File: config.mk
export PLATFORM = sky130hd
export DESIGN_NAME = tero_response_accumulator
export DESIGN_NICKNAME = d
export VERILOG_FILES = /design/src/rtl/tero_pkg.sv /design/src/rtl/sync_2ff.sv /design/src/rtl/tero_response_accumulator.sv
export SDC_FILE = /design/constraint.sdc
export NUM_CORES = 1
export LEC_CHECK = 0
export CAP_MARGIN = 20
export CORE_MARGIN = 1
export CORE_UTILIZATION = 50
export DETAILED_ROUTE_END_ITERATION = 10
export MAX_ROUTING_LAYER = met4
export PLACE_DENSITY_LB_ADDON = 0.3
export SLEW_MARGIN = 30
export SYNTH_ARGS = -nofsm -noshare
export SYNTH_HDL_FRONTEND = slang
export SYNTH_HIERARCHICAL = 1
export SYNTH_SLANG_ARGS = --single-unit
File: constraint.sdc
create_clock -name clk -period 10.1 [get_ports clk]
set_input_delay 1.515 -clock clk [delete_from_list [all_inputs] [get_ports clk]]
set_output_delay 1.515 -clock clk [all_outputs]
set_load 0.02 [all_outputs]
File: src/rtl/tero_pkg.sv
// Shared types and width helpers for the TERO PUF response path.
package tero_pkg;

  typedef enum logic [1:0] {
    COLLECT = 2'd0,
    COMPARE = 2'd1,
    VALID   = 2'd2
  } state_t;

  localparam int DEF_CNT_BITS = 16;
  localparam int DEF_REP_BITS = 13;

  // Averaging over 2**(rep_bits-1) repetitions is a plain right shift.
  function automatic int avg_shift(input int rep_bits);
    return rep_bits - 1;
  endfunction

  // Wide enough to sum every window of a loop without overflow.
  function automatic int acc_bits(input int cnt_bits, input int rep_bits);
    return cnt_bits + rep_bits;
  endfunction

endpackage

File: src/rtl/sync_2ff.sv
// Two-flop synchroniser for signals crossing into clk; resets to zero.
module sync_2ff #(
  parameter int WIDTH = 1
) (
  input  logic             clk,
  input  logic             reset,
  input  logic [WIDTH-1:0] d,
  output logic [WIDTH-1:0] q
);

  logic [WIDTH-1:0] meta;

  always_ff @(posedge clk) begin
    if (reset) begin
      meta <= '0;
      q    <= '0;
    end else begin
      meta <= d;
      q    <= meta;
    end
  end

endmodule

File: src/rtl/tero_response_accumulator.sv
// Counts TERO oscillations per window, averages them per loop and compares
// loop pairs into PUF response bits.
//
//   state   | meaning
//   COLLECT | accepting windows and stores, response not valid
//   COMPARE | one loop pair compared per cycle, stores rejected
//   VALID   | response valid, still accepting windows and stores
module tero_response_accumulator
  import tero_pkg::*;
#(
  parameter int NUM_LOOPS        = 4,
  parameter int REPETITIONS_BITS = DEF_REP_BITS,
  parameter int CNT_BITS         = DEF_CNT_BITS,
  parameter int SEL_BITS         = $clog2(NUM_LOOPS-1) + 1
) (
  input  logic                   clk,
  input  logic                   reset,
  input  logic                   tero_osc,
  input  logic                   reset_puf,
  input  logic                   enable_puf,
  input  logic [SEL_BITS-1:0]    select_puf,
  input  logic                   store_response_puf,
  output logic                   next_enable,
  output logic [NUM_LOOPS/2-1:0] response,
  output logic                   response_valid,
  output logic                   overrun,
  input  logic [SEL_BITS-1:0]    rd_addr,
  output logic [CNT_BITS-1:0]    rd_data
);

  localparam int ACC_BITS = acc_bits(CNT_BITS, REPETITIONS_BITS);
  localparam int SHIFT    = avg_shift(REPETITIONS_BITS);
  localparam int PAIRS    = NUM_LOOPS / 2;
  localparam int K_BITS   = (PAIRS > 1) ? $clog2(PAIRS) : 1;

  logic                sync_q;
  logic                sync_q_d1;
  logic                osc_edge;
  logic                enable_d1;
  logic                win_close;
  logic                win_open;
  logic [CNT_BITS-1:0] win_cnt;
  logic [ACC_BITS-1:0] acc;
  logic [ACC_BITS-1:0] sum;
  logic [CNT_BITS-1:0] avg [NUM_LOOPS];
  state_t              state;
  logic [K_BITS-1:0]   k;
  logic                store_ok;
  logic                store_last;
  logic                cmp_bit;

  sync_2ff #(.WIDTH(1)) u_sync (
    .clk   (clk),
    .reset (reset),
    .d     (tero_osc),
    .q     (sync_q)
  );

  assign osc_edge   = sync_q & ~sync_q_d1;
  assign win_close  = enable_d1 & ~enable_puf;
  assign win_open   = enable_puf & ~enable_d1;
  // The last window of a loop closes in the same cycle as its store.
  assign sum        = acc + (win_close ? ACC_BITS'(win_cnt) : '0);
  assign store_ok   = store_response_puf && (state != COMPARE);
  assign store_last = store_ok && (select_puf == SEL_BITS'(NUM_LOOPS-1));

  always_ff @(posedge clk) begin
    if (reset) begin
      sync_q_d1 <= 1'b0;
      enable_d1 <= 1'b0;
    end else begin
      sync_q_d1 <= sync_q;
      enable_d1 <= enable_puf;
    end
  end

  always_ff @(posedge clk) begin
    if (reset || reset_puf || win_close) begin
      win_cnt <= '0;
    end else if (enable_puf && osc_edge && (win_cnt != '1)) begin
      win_cnt <= win_cnt + 1'b1;
    end
  end

  always_ff @(posedge clk) begin
    if (reset) begin
      acc <= '0;
    end else if (store_ok) begin
      acc <= '0;
    end else if (win_close) begin
      acc <= sum;
    end
  end

  // Out-of-range selects match no slot, so the average is simply dropped.
  always_ff @(posedge clk) begin
    if (reset) begin
      for (int i = 0; i < NUM_LOOPS; i++) avg[i] <= '0;
    end else if (store_ok) begin
      for (int i = 0; i < NUM_LOOPS; i++) begin
        if (select_puf == SEL_BITS'(i)) avg[i] <= sum[SHIFT +: CNT_BITS];
      end
    end
  end

  always_comb begin
    cmp_bit = 1'b0;
    for (int i = 0; i < PAIRS; i++) begin
      if (k == K_BITS'(i)) cmp_bit = (avg[2*i] > avg[2*i+1]);
    end
  end

  always_comb begin
    rd_data = '0;
    for (int i = 0; i < NUM_LOOPS; i++) begin
      if (rd_addr == SEL_BITS'(i)) rd_data = avg[i];
    end
  end

  always_ff @(posedge clk) begin
    if (reset) begin
      state          <= COLLECT;
      k              <= '0;
      response       <= '0;
      response_valid <= 1'b0;
      next_enable    <= 1'b1;
      overrun        <= 1'b0;
    end else begin
      case (state)
        COLLECT: begin
          if (store_last) begin
            state       <= COMPARE;
            k           <= '0;
            next_enable <= 1'b0;
          end
        end
        COMPARE: begin
          if (store_response_puf) overrun <= 1'b1;
          for (int i = 0; i < PAIRS; i++) begin
            if (k == K_BITS'(i)) response[i] <= cmp_bit;
          end
          if (k == K_BITS'(PAIRS-1)) begin
            state          <= VALID;
            response_valid <= 1'b1;
            next_enable    <= 1'b1;
          end else begin
            k <= k + 1'b1;
          end
        end
        VALID: begin
          if (store_last) begin
            state          <= COMPARE;
            k              <= '0;
            next_enable    <= 1'b0;
            response_valid <= 1'b0;
          end else if (win_open) begin
            state          <= COLLECT;
            response_valid <= 1'b0;
          end
        end
        default: state <= COLLECT;
      endcase
    end
  end

endmodule

# Yosys cells after proc, flatten, opt, wreduce, memory -nomap -nowiden
# Memories as Yosys holds them, arrays and structs flattened.
# Index checks and enable logic that the tools add are counted.
# totals
in_bits,12
elab_cells,105
mem_count,1
ff_bits,57
output_inout_bits,21
ram_bits,64
# classes
n_lt_le_gt_ge,2
mux,41
n_bitwise,11
n_reduce_logical,20
addsub,3
n_eq_ne,14
# memory_table
name,words,word_bits,rd,rd_clocked_by_memory_dff,wr,line,text
avg,4,16,4,0,4,tero_response_accumulator.sv:45,logic [CNT_BITS-1:0] avg [NUM_LOOPS];
# op_table
cell,count
$mux W16,9
$gt A16 B16 Y1,2
$add A29 B16 Y29,1
$mux W1,24
$add A16 B1 Y16 const B,1
$ne A16 B16 Y1 const B,1
$eq A3 B2 Y1 const B,4
$reduce_and A3 Y1,3
$mux W2,4
$reduce_and A2 Y1,4
$eq A3 B1 Y1 const B,2
$logic_not A3 Y1,2
$pmux W1 S2,3
$pmux W2 S3,1
$logic_and A1 B1 Y1,4
$ne A2 B1 Y1 const B,2
$ne A2 B2 Y1 const B,2
$not A1 Y1,4
$or A1 B1 Y1,4
$reduce_bool A2 Y1,2
$reduce_or A2 Y1,2
$and A1 B1 Y1,3
$ne A3 B3 Y1 const B,1
$eq A2 B1 Y1 const B,1
other kinds (4),5

# Longest topological paths before layout
# Gate-level depths: netlist of the first run.
# depth
depth_word,6
ltp_mapped,13
ltp_nobuf,10

# By module
# Netlist of the first run, hierarchy kept.
# by_module_without_submodules
mod,area_each_um2,n_inst,cells_per_inst
tero_response_accumulator,7039.3,1,735
sync_2ff,52.6,1,4

# Least setup slack after synthesis of the first run
# OpenSTA, ideal clock, no wires.
# synth_path
kind,input to output
start,in rd_addr[0]
end,out rd_data[10]
slack_ps,5641
arrival_ps,2944
n_path_buf,2
required_ps,8585
cell_stages,4
path_cell_list,clkbuf_1 buf_2 mux4_2 nor2b_1
# synth_between
elab_chain_cells,5
# synth_rtl
element,line,text
start: declaration,tero_response_accumulator.sv:27,"input logic [SEL_BITS-1:0] rd_addr,"
$logic_not A3 Y1,tero_response_accumulator.sv:116,if (rd_addr == SEL_BITS'(i)) rd_data = avg[i];
$mux W16 (3 in a row),tero_response_accumulator.sv:116,
$mux W16 *,tero_response_accumulator.sv:116,
end: declaration,tero_response_accumulator.sv:28,output logic [CNT_BITS-1:0] rd_data
# Mark *: on every way between the ends. The rest lies on a longest branch, timed or not.

==> run_results.csv, run 1 <==
group,metric,value,unit
run_status,outcome,"finished, final reports clean",
cts,cts_root_buf,"clkbuf_16",
place,place.port_buffers,32,
synthesis,synth_nets,801,
place,placed_cell_area,7527,um^2
synthesis,synth.area.top_cells,"edfxtp_1 (27%), dfxtp_1 (16%), ha_1 (8.6%), mux4_2 (5.1%), nor2_1 (5.1%)",
setup_path,cp.required,10.34,ns
synthesis,ys_types,61,
drt,vias_per_cell,5.815,
pwr,combPwrFrac,7.4,%
synthesis,yosys_warnings,6,
setup_path,regToRegEndpoint,"avg[3][14]",
floorplanning,core_area,13880,um^2
final_layout,insertedDiodeCount,0,
cts,tritoncts,"done",
pwr,ir_drop,0.06753,mV
cts,clk_latency,0.42,ns
floorplanning,io_pins,33,
floorplanning,die_w,121.1,um
global_route,grtUsageTotal,24.02,%
timing,fmax,192.0,MHz
drt,ant_nets,0,
synthesis,synth_top_area_cell,"edfxtp_1",
cts,cts_setup_buffers,0,
setup_path,start_kind,"input pin",
pwr,p_per_area,149.3,nW/um^2
setup_path,path_max_fanout,25,
floorplanning,start_util,51.09,%
synthesis,synth_area,7092,um^2
place,hpwlAfterDp,11.56,mm
cts,cts_hold_buf,0,
drt,routed_wl,15.96,mm
final_layout,final_layout_size_suffix_gt1_share,8.258,%
place,dp_slack,4.598,ns
timing,period_share,51.58,%
place,dp.cells,923,
pwr,cellLeakagePower,0.002929,uW
setup_path,cp-end-kind,"register",
drt,drtIter0Drc,402,
timing,fin_skew,0.006046,ns
pwr,swShare,22.69,%
global_route,grt_first_pass_wirelength,26.52,mm
timing,setup_viol,0,
synthesis,synth_top_area_share,27.10,%
timing,final.min_clock_period,5.209,ns
final_layout,nNetsFinal,824,
cts,cts-buffers-inserted,17,
floorplanning,rows,43,
pwr,power_switching,274.9,uW
pwr,fin_total_pwr,1212,uW
synthesis,yosysSeqAreaShare,42.91,%
setup_path,crit_start,"enable_puf",
synthesis,synthArstFlopShare,0,%
timing,final.setup.tns,0,ns
setup_path,critPathArrivalTime,5.45,ns
timing,final_hold_viol_count,0,
final_layout,final_cells,955,
timing,rsz0062_at_grt,"no",
place,gp_congestion,0.9182,
pwr,p_int,936.6,uW
global_route,grt_pass1_vias,5501,
timing,slew_headroom,47.12,%
floorplanning,dieHeight,121.1,um
setup_path,crit_end,"avg[3][14]",
cts,ctsResizeCount,0,
cts,cts_max_level,4,
setup_path,r2r.worst_path.cells,10,
setup_path,r2r-start,"enable_d1",
pwr,seqPwrFrac,44.2,%
global_route,grt_max_degree,35,
drt,vias,5553,
timing,final_max_slew_viol_count,0,
timing,worst_slew_pin_slew,0.7912,ns
final_layout,seq_area,3043,um^2
final_layout,layout_common_cells,"nor2_1 (96), a21oi_1 (65), edfxtp_1 (64), dfxtp_1 (56), nand2_1 (55)",
synthesis,synth_flop_cell,"edfxtp_1",
synthesis,ys_ff_latch,120,
timing,worst_slack,4.891,ns
drt,wl_per_cell,16.72,um
cts,cts.sink_count,120,
cts,cts.path.max_buffers,2,
setup_path,r2r_setup_slack,6.12,ns
synthesis,synthCells,739,
drt,detailedRoute.firstPassIterationCount,5,
final_layout,fillCellCount,1160,
final_layout,areaGrowthSynthToFinish,14.43,%
synthesis,synth-edff-count,64,
min_path,hp-class,"register to register",
global_route,overflow,0,
cts,clkTransAtPathRegs,0.06,ns
floorplanning,fp.dieArea,14660,um^2
drt,drc,0,
global_route,antenna_found_initial,0,
final_layout,final_common_cell,"nor2_1",
final_layout,multi_input_area,3745,um^2
pwr,p_clk_share,48.4,%
synthesis,avgSynthCellArea,9.596,um^2
setup_path,worstSetupPathType,"input pin to register",
run,drv_cap,0,
final_layout,final_cell_area,8115,um^2
[kinds of logic (layout without fill, tap and decap cells)]
family          after synthesis  count (layout)  synth area share, %
simple gates                277             277                19.12
fa+ha+maj                    50              50                8.927
mux                          18              18                5.381
flops                       120             120                42.91
xor+xnor                     39              39                4.922
buf+inv                      76             112                4.322
compound gates              159             159                14.41
[cell usage after synthesis, drive strengths merged, types with 4 or more instances]
master / count
xnor2: 24
nand4: 16
nor3: 10
a211oi: 7
or3: 12
o31ai: 5
o21ai: 30
mux4: 16
dfxtp: 56
and4: 4
nor2: 96
xor2: 15
nor2b: 27
and2: 14
nor4: 5
nand3: 13
o211ai: 7
edfxtp: 64
and3: 9
ha: 49
or4: 5
a31oi: 4
nand2b: 4
a21oi: 65
inv: 43
nand2: 55
o21a: 6
a21o: 12
buf: 9
clkbuf: 24
[sequential cells by signal, indices dropped and copies added, names as in the netlist]
| register | flops |
|---|---|
| overrun | 1 |
| avg | 64 |
| win_cnt | 16 |
| u_sync/q | 1 |
| state | 2 |
| response_valid | 1 |
| response | 2 |
| acc | 28 |
| k | 1 |
| sync_q_d1 | 1 |
| enable_d1 | 1 |
| next_enable | 1 |
| u_sync/meta | 1 |
[worst min-delay path by stage]
stage / startpoint / to / slack (ns) / cells after the start
after CTS: u_sync/meta / u_sync/q / 0.46 / 1
after detailed placement: u_sync/meta / u_sync/q / 0.44 / 1
after floorplan: u_sync/meta / u_sync/q / 0.41 / 1
after global routing: u_sync/meta / u_sync/q / 0.48 / 1
after global placement: u_sync/meta / u_sync/q / 0.43 / 1
final: acc[4] / acc[4] / 0.46 / 2
[cell type report]
| cell class | instances | share of cell area [%] |
|---|---|---|
| clock buffer | 23 | 6.553 |
| clock inverter | 9 | 0.6938 |
| inverter | 43 | 1.989 |
| multi-input combinational | 543 | 46.15 |
| sequential | 120 | 37.50 |
| tap | 180 | 2.775 |
| timing repair buffer | 37 | 4.348 |
[power by group through the flow]
stage	logic, uW	clock network, uW	registers (uW)
after floorplan	58.8	0	543
after global placement	87.2	0	545
after detailed placement	90.3	0	546
after CTS	90.7	593	536
after global routing	98.2	613	537
final	89.3	586	536
[layer usage]
layer | GRT usage [%] | vias up | routed length, um
li1 | - | 2724 | -
met1 | 28.41 | 2642 | 6964
met2 | 40.36 | 159 | 7977
met3 | 4.887 | 28 | 701
met4 | 9.028 | 0 | 320
met5 | - | - | 0
[worst max-delay path: stages]
cell	delay (ns)
clkdlybuf4s50_1	0.48
nor2b_2	0.48
buf_4	0.36
and2_1	0.17
ha_1	0.28
a21o_1	0.22
a221oi_2	0.50
o21ai_4	0.16
a41oi_4	0.63
o21ai_0	0.38
a21oi_1	0.26
[per-stage QoR]
| stage | hold WS, ns | utilization (%) |
|---|---|---|
| floorplan | 0.4138 | - |
| global placement | 0.4314 | 54.26 |
| detailed placement | 0.4374 | 54.23 |
| CTS | 0.4591 | 58.46 |
| global route | 0.4807 | 58.46 |
| finish | 0.4565 | 58.46 |
Note: power is estimated with default switching activity, not from simulation.
==> inputs of run 2 (changes only) <==
- clock period: 10.1 -> 4.6 ns (I/O delays scaled with it)
==> run_results.csv, run 2 (synthesis gave the netlist of run 1 again) <==
group,metric,value,unit
floorplanning,io_pins,33,
timing,worst_slack,0.5024,ns
timing,slew_headroom,43.87,%
timing,final.min_clock_period,4.098,ns
setup_path,worstPathCellList,"clkdlybuf4s50_1, nor2b_2, buf_4, and2_1, ha_1, a21oi_1, buf_4, nor2_1, a211oi_1, a21boi_0, xor2_1, nor2_1",
timing,rsz0062_at_grt,"no",
final_layout,nNetsFinal,831,
run_status,outcome,"finished, final reports clean",
cts,tritoncts,"done",
global_route,overflow,0,
setup_path,crit_slowest_cell,"clkdlybuf4s50_1",
min_path,holdCritStartpoint,"u_sync/meta",
cts,cts.path.max_buffers,2,
setup_path,start_kind,"input pin",
setup_path,cp-end-kind,"register",
timing,final.setup.tns,0,ns
setup_path,critPathMaxStageDelay,0.49,ns
setup_path,critPathArrivalTime,4.24,ns
timing,setup_viol,0,
floorplanning,core_area,13880,um^2
setup_path,worstSetupPathType,"input pin to register",
place,hpwlAfterDp,12.11,mm
setup_path,r2r-start,"enable_d1",
final_layout,reg.largest.list,"avg (64), acc (28), win_cnt (16)",
final_layout,regMostFlops,"avg",
cts,ctsResizeCount,0,
drt,drtIter0Drc,397,
global_route,grt_max_degree,25,
final_layout,fillCellCount,1153,
drt,vias_per_cell,5.834,
cts,cts_hold_buf,0,
pwr,swShare,22.11,%
pwr,p_per_area,331.5,nW/um^2
global_route,antenna_found_initial,0,
cts,cts_setup_buffers,0,
pwr,p_int,2109,uW
drt,ant_nets,0,
final_layout,layout_common_cells,"nor2_1 (96), a21oi_1 (65), edfxtp_1 (64), dfxtp_1 (56), nand2_1 (55)",
pwr,seqPwrFrac,43.5,%
cts,cts-buffers-inserted,17,
drt,detailedRoute.firstPassIterationCount,5,
final_layout,areaGrowthSynthToFinish,15.17,%
floorplanning,die_w,121.1,um
place,place.port_buffers,32,
cts,cts.sink_count,120,
floorplanning,rows,43,
run,drv_cap,0,
drt,routed_wl,16.74,mm
setup_path,cpLargestDelayFamily,"buffers and inverters",
final_layout,final_common_cell,"nor2_1",
floorplanning,fp.dieArea,14660,um^2
setup_path,cp_num_buf_inv,3,
drt,vias,5612,
timing,worst_slew_pin_slew,0.8400,ns
floorplanning,dieHeight,121.1,um
place,dp_slack,0.1729,ns
timing,final_max_slew_viol_count,0,
timing,fin_skew,0.006914,ns
final_layout,final_layout_size_suffix_gt1_share,8.312,%
drt,drc,0,
final_layout,insertedDiodeCount,0,
cts,cts_root_buf,"clkbuf_16",
setup_path,cp.required,4.74,ns
floorplanning,start_util,51.09,%
global_route,grtUsageTotal,25.38,%
pwr,p_clk_share,49.1,%
place,gp_congestion,0.8984,
global_route,grt_pass1_vias,5736,
timing,final_hold_viol_count,0,
pwr,power_switching,598.7,uW
min_path,hp-class,"register to register",
final_layout,largest_reg_flops,64,
cts,cts_max_level,4,
setup_path,path_max_fanout,24,
pwr,combPwrFrac,7.4,%
drt,wl_per_cell,17.40,um
timing,period_share,89.08,%
cts,clk_latency,0.42,ns
pwr,ir_drop,0.2989,mV
global_route,grt_first_pass_wirelength,27.84,mm
cts,clkTransAtPathRegs,0.06,ns
timing,fmax,244.0,MHz
setup_path,crit_start,"enable_puf",
pwr,cellLeakagePower,0.002949,uW
[run 2: path summary, 6_finish.rpt]
kind,end,slack [ns],cells after the start
worst min-delay path,u_sync/q,0.45,1
worst max register to register,avg[0][2],0.89,11
worst min register to register,u_sync/q,0.45,1
worst max-delay path,avg[0][2],0.50,12
[run 2: power by group through the flow]
stage	combinational, uW	clock [uW]	sequential (uW)
final	202	1330	1180
after global routing	221	1380	1180
after CTS	203	1340	1180
after detailed placement	201	0	1200
after global placement	198	0	1200
after floorplan	129	0	1190
[run 2: cell type report]
class	count	area [um^2]	share of cell area, %
clock buffer	23	457.9	5.607
multi-input combinational	543	3745	45.85
clock inverter	9	125.1	1.532
sequential	120	3043	37.25
tap	180	225.2	2.757
inverter	43	161.4	1.976
timing repair buffer	44	410.4	5.025
[run 2: through the flow]
stage	total power (uW)	hold WS (ns)	cell area, um^2	utilization [%]	instances
finish	2708	0.4528	8168	58.84	962
global route	2783	0.4667	8168	58.84	962
CTS	2722	0.4537	8168	58.84	962
detailed placement	1399	0.4399	7585	54.64	930
global placement	1394	0.4245	7585	54.64	930
floorplan	1321	0.4138	7092	-	739
[run 2: metal layers]
layer  vias up  part of all wire (%)  wire length (um)  track usage, %
li1       2731                     -                 -               -
met1      2677                    42              7097           29.68
met2       150                    49              8158           41.29
met3        54                   4.3               715           4.605
met4         0                   4.6               764           14.20
met5         -                     0                 0               -
==> inputs of run 3 (changes only) <==
- clock period: 4.6 -> 4.18 ns (I/O delays scaled with it)
==> run_results.csv, run 3 (synthesis gave the netlist of run 1 again) <==
group,metric,value,unit
run_status,outcome,"finished, final reports clean",
drt,wl_per_cell,17.01,um
drt,vias_per_cell,5.736,
timing,final_max_slew_viol_count,0,
setup_path,cp-end-kind,"register",
pwr,power_switching,656.9,uW
cts,tritoncts,"done",
drt,ant_nets,0,
global_route,top_usage_layer,"met2",
final_layout,reg.largest.list,"avg (64), acc (28), win_cnt (16)",
setup_path,path_max_fanout,15,
pwr,p_per_area,348.7,nW/um^2
setup_path,r2r.worst_path.cells,11,
final_layout,final_cell_area,8187,um^2
timing,final.setup.tns,0,ns
global_route,grt_max_degree,28,
place,dp_slack,0.1984,ns
drt,drtIter0Drc,382,
setup_path,critPathArrivalTime,3.72,ns
setup_path,worstSetupPathType,"input pin to register",
pwr,combPwrFrac,7.8,%
cts,cts_max_level,4,
min_path,worstHoldPathCells,2,
place,gp_congestion,0.9008,
timing,fin_skew,0.01088,ns
timing,setup_viol,0,
setup_path,r2r_setup_slack,0.93,ns
cts,cts.sink_count,120,
final_layout,final_common_cell,"nor2_1",
cts,clkTransAtPathRegs,0.06,ns
timing,period_share,85.66,%
run,drv_cap,0,
cts,cts_hold_buf,0,
pwr,cellLeakagePower,0.002964,uW
final_layout,fillCellCount,1168,
timing,timing.hold.ws,0.4607,ns
timing,final.min_clock_period,3.581,ns
setup_path,start_kind,"input pin",
floorplanning,dieHeight,121.1,um
place,placed_cell_area,7637,um^2
floorplanning,core_area,13880,um^2
final_layout,largest_reg_flops,64,
final_layout,regMostFlops,"avg",
cts,ctsResizeCount,0,
final_layout,layout_common_cells,"nor2_1 (96), a21oi_1 (65), edfxtp_1 (64), dfxtp_1 (56), nand2_1 (55)",
place,place.port_buffers,32,
final_layout,insertedDiodeCount,0,
global_route,grtUsageMet1,28.07,%
timing,slew_headroom,42.89,%
place,hpwlAfterDp,11.91,mm
pwr,ir_drop,0.1990,mV
setup_path,regToRegEndpoint,"avg[3][13]",
pwr,p_clk_share,46.8,%
global_route,antenna_found_initial,0,
timing,worst_slew_pin_slew,0.8546,ns
timing,fmax,279.3,MHz
cts,clk_latency,0.42,ns
timing,rsz0062_at_grt,"no",
timing,final_hold_viol_count,0,
final_layout,fin_util,58.98,%
floorplanning,start_util,51.09,%
cts,cts.path.max_buffers,2,
global_route,grt_first_pass_wirelength,26.97,mm
drt,routed_wl,16.48,mm
setup_path,cp.required,4.32,ns
floorplanning,die_w,121.1,um
pwr,p_int,2198,uW
final_layout,nNetsFinal,838,
pwr,seqPwrFrac,45.3,%
floorplanning,rows,43,
global_route,grt_pass1_vias,5538,
final_layout,areaGrowthSynthToFinish,15.44,%
min_path,hp-class,"register to register",
floorplanning,io_pins,33,
global_route,grtUsageTotal,24.63,%
drt,drc,0,
min_path,holdCritStartpoint,"acc[4]",
cts,cts_root_buf,"clkbuf_16",
timing,worst_slack,0.5995,ns
final_layout,final_layout_size_suffix_gt1_share,9.506,%
pwr,swShare,23.01,%
global_route,grt_use_met2,41.32,%
global_route,overflow,0,
drt,detailedRoute.firstPassIterationCount,5,
cts,cts_setup_buffers,0,
global_route,gr-usage-met3,5.404,%
min_path,whs_endpoint,"acc[4]",
cts,cts-buffers-inserted,17,
drt,vias,5558,
setup_path,r2r-start,"enable_d1",
floorplanning,fp.dieArea,14660,um^2
## run 3: changes by cell type in the layout (fill, tap and decap cells not counted)
cell        change
clkinv_1        +1
clkinv_2        +1
clkinvlp_4      +2
buf_4           +7
inv_6           -1
clkbuf_1        -4
clkinv_4        +3
bufinv_16       -2
## run 3: power groups by stage
stage               Clock, uW  Combinational (uW)  Sequential (uW)
finish                   1340                 224             1290
global route             1410                 247             1300
CTS                      1350                 226             1290
detailed placement          0                 224             1320
global placement            0                 221             1320
floorplan                   0                 142             1310
## run 3: metrics by stage
step / cells / total power (uW)
after global placement: 937 / 1538
after detailed placement: 937 / 1543
final: 969 / 2855
after CTS: 969 / 2871
after global routing: 969 / 2951
after floorplan: 739 / 1453
## run 3: worst max path at each step
stage	from	end	slack, ns	cells after the start
6_report	enable_puf	avg[3][13]	0.60	12
3_3_place_gp	enable_puf	avg[3][13]	0.29	12
3_5_place_dp	enable_puf	avg[0][2]	0.20	11
5_1_grt	enable_puf	avg[3][2]	0.31	11
2_1_floorplan	enable_puf	avg[3][4]	0.73	13
4_1_cts	enable_puf	avg[0][2]	0.62	11
## run 3: routing by layer
metal,wire [um],up-vias
li1,-,2750
met1,7086,2619
met2,8259,155
met3,654,34
met4,483,0
met5,0,-
## run 3: area by class of cell
cell class	instances	area, um^2	share of cell area [%]
multi-input combinational	543	3745	45.74
sequential	120	3043	37.17
timing repair buffer	51	462.9	5.655
clock buffer	19	442.9	5.410
tap	180	225.2	2.751
inverter	43	161.4	1.972
clock inverter	13	106.4	1.299
## run 3: critical path, cell delays in order
cell and delay (ns):
clkdlybuf4s50_1 0.50, nor2b_2 0.33, buf_4 0.26, and2_1 0.15
ha_1 0.29, nand2_1 0.13, o21ai_0 0.42, a221oi_2 0.16
a211o_1 0.33, a21oi_1 0.27, buf_4 0.20, nor2_1 0.05
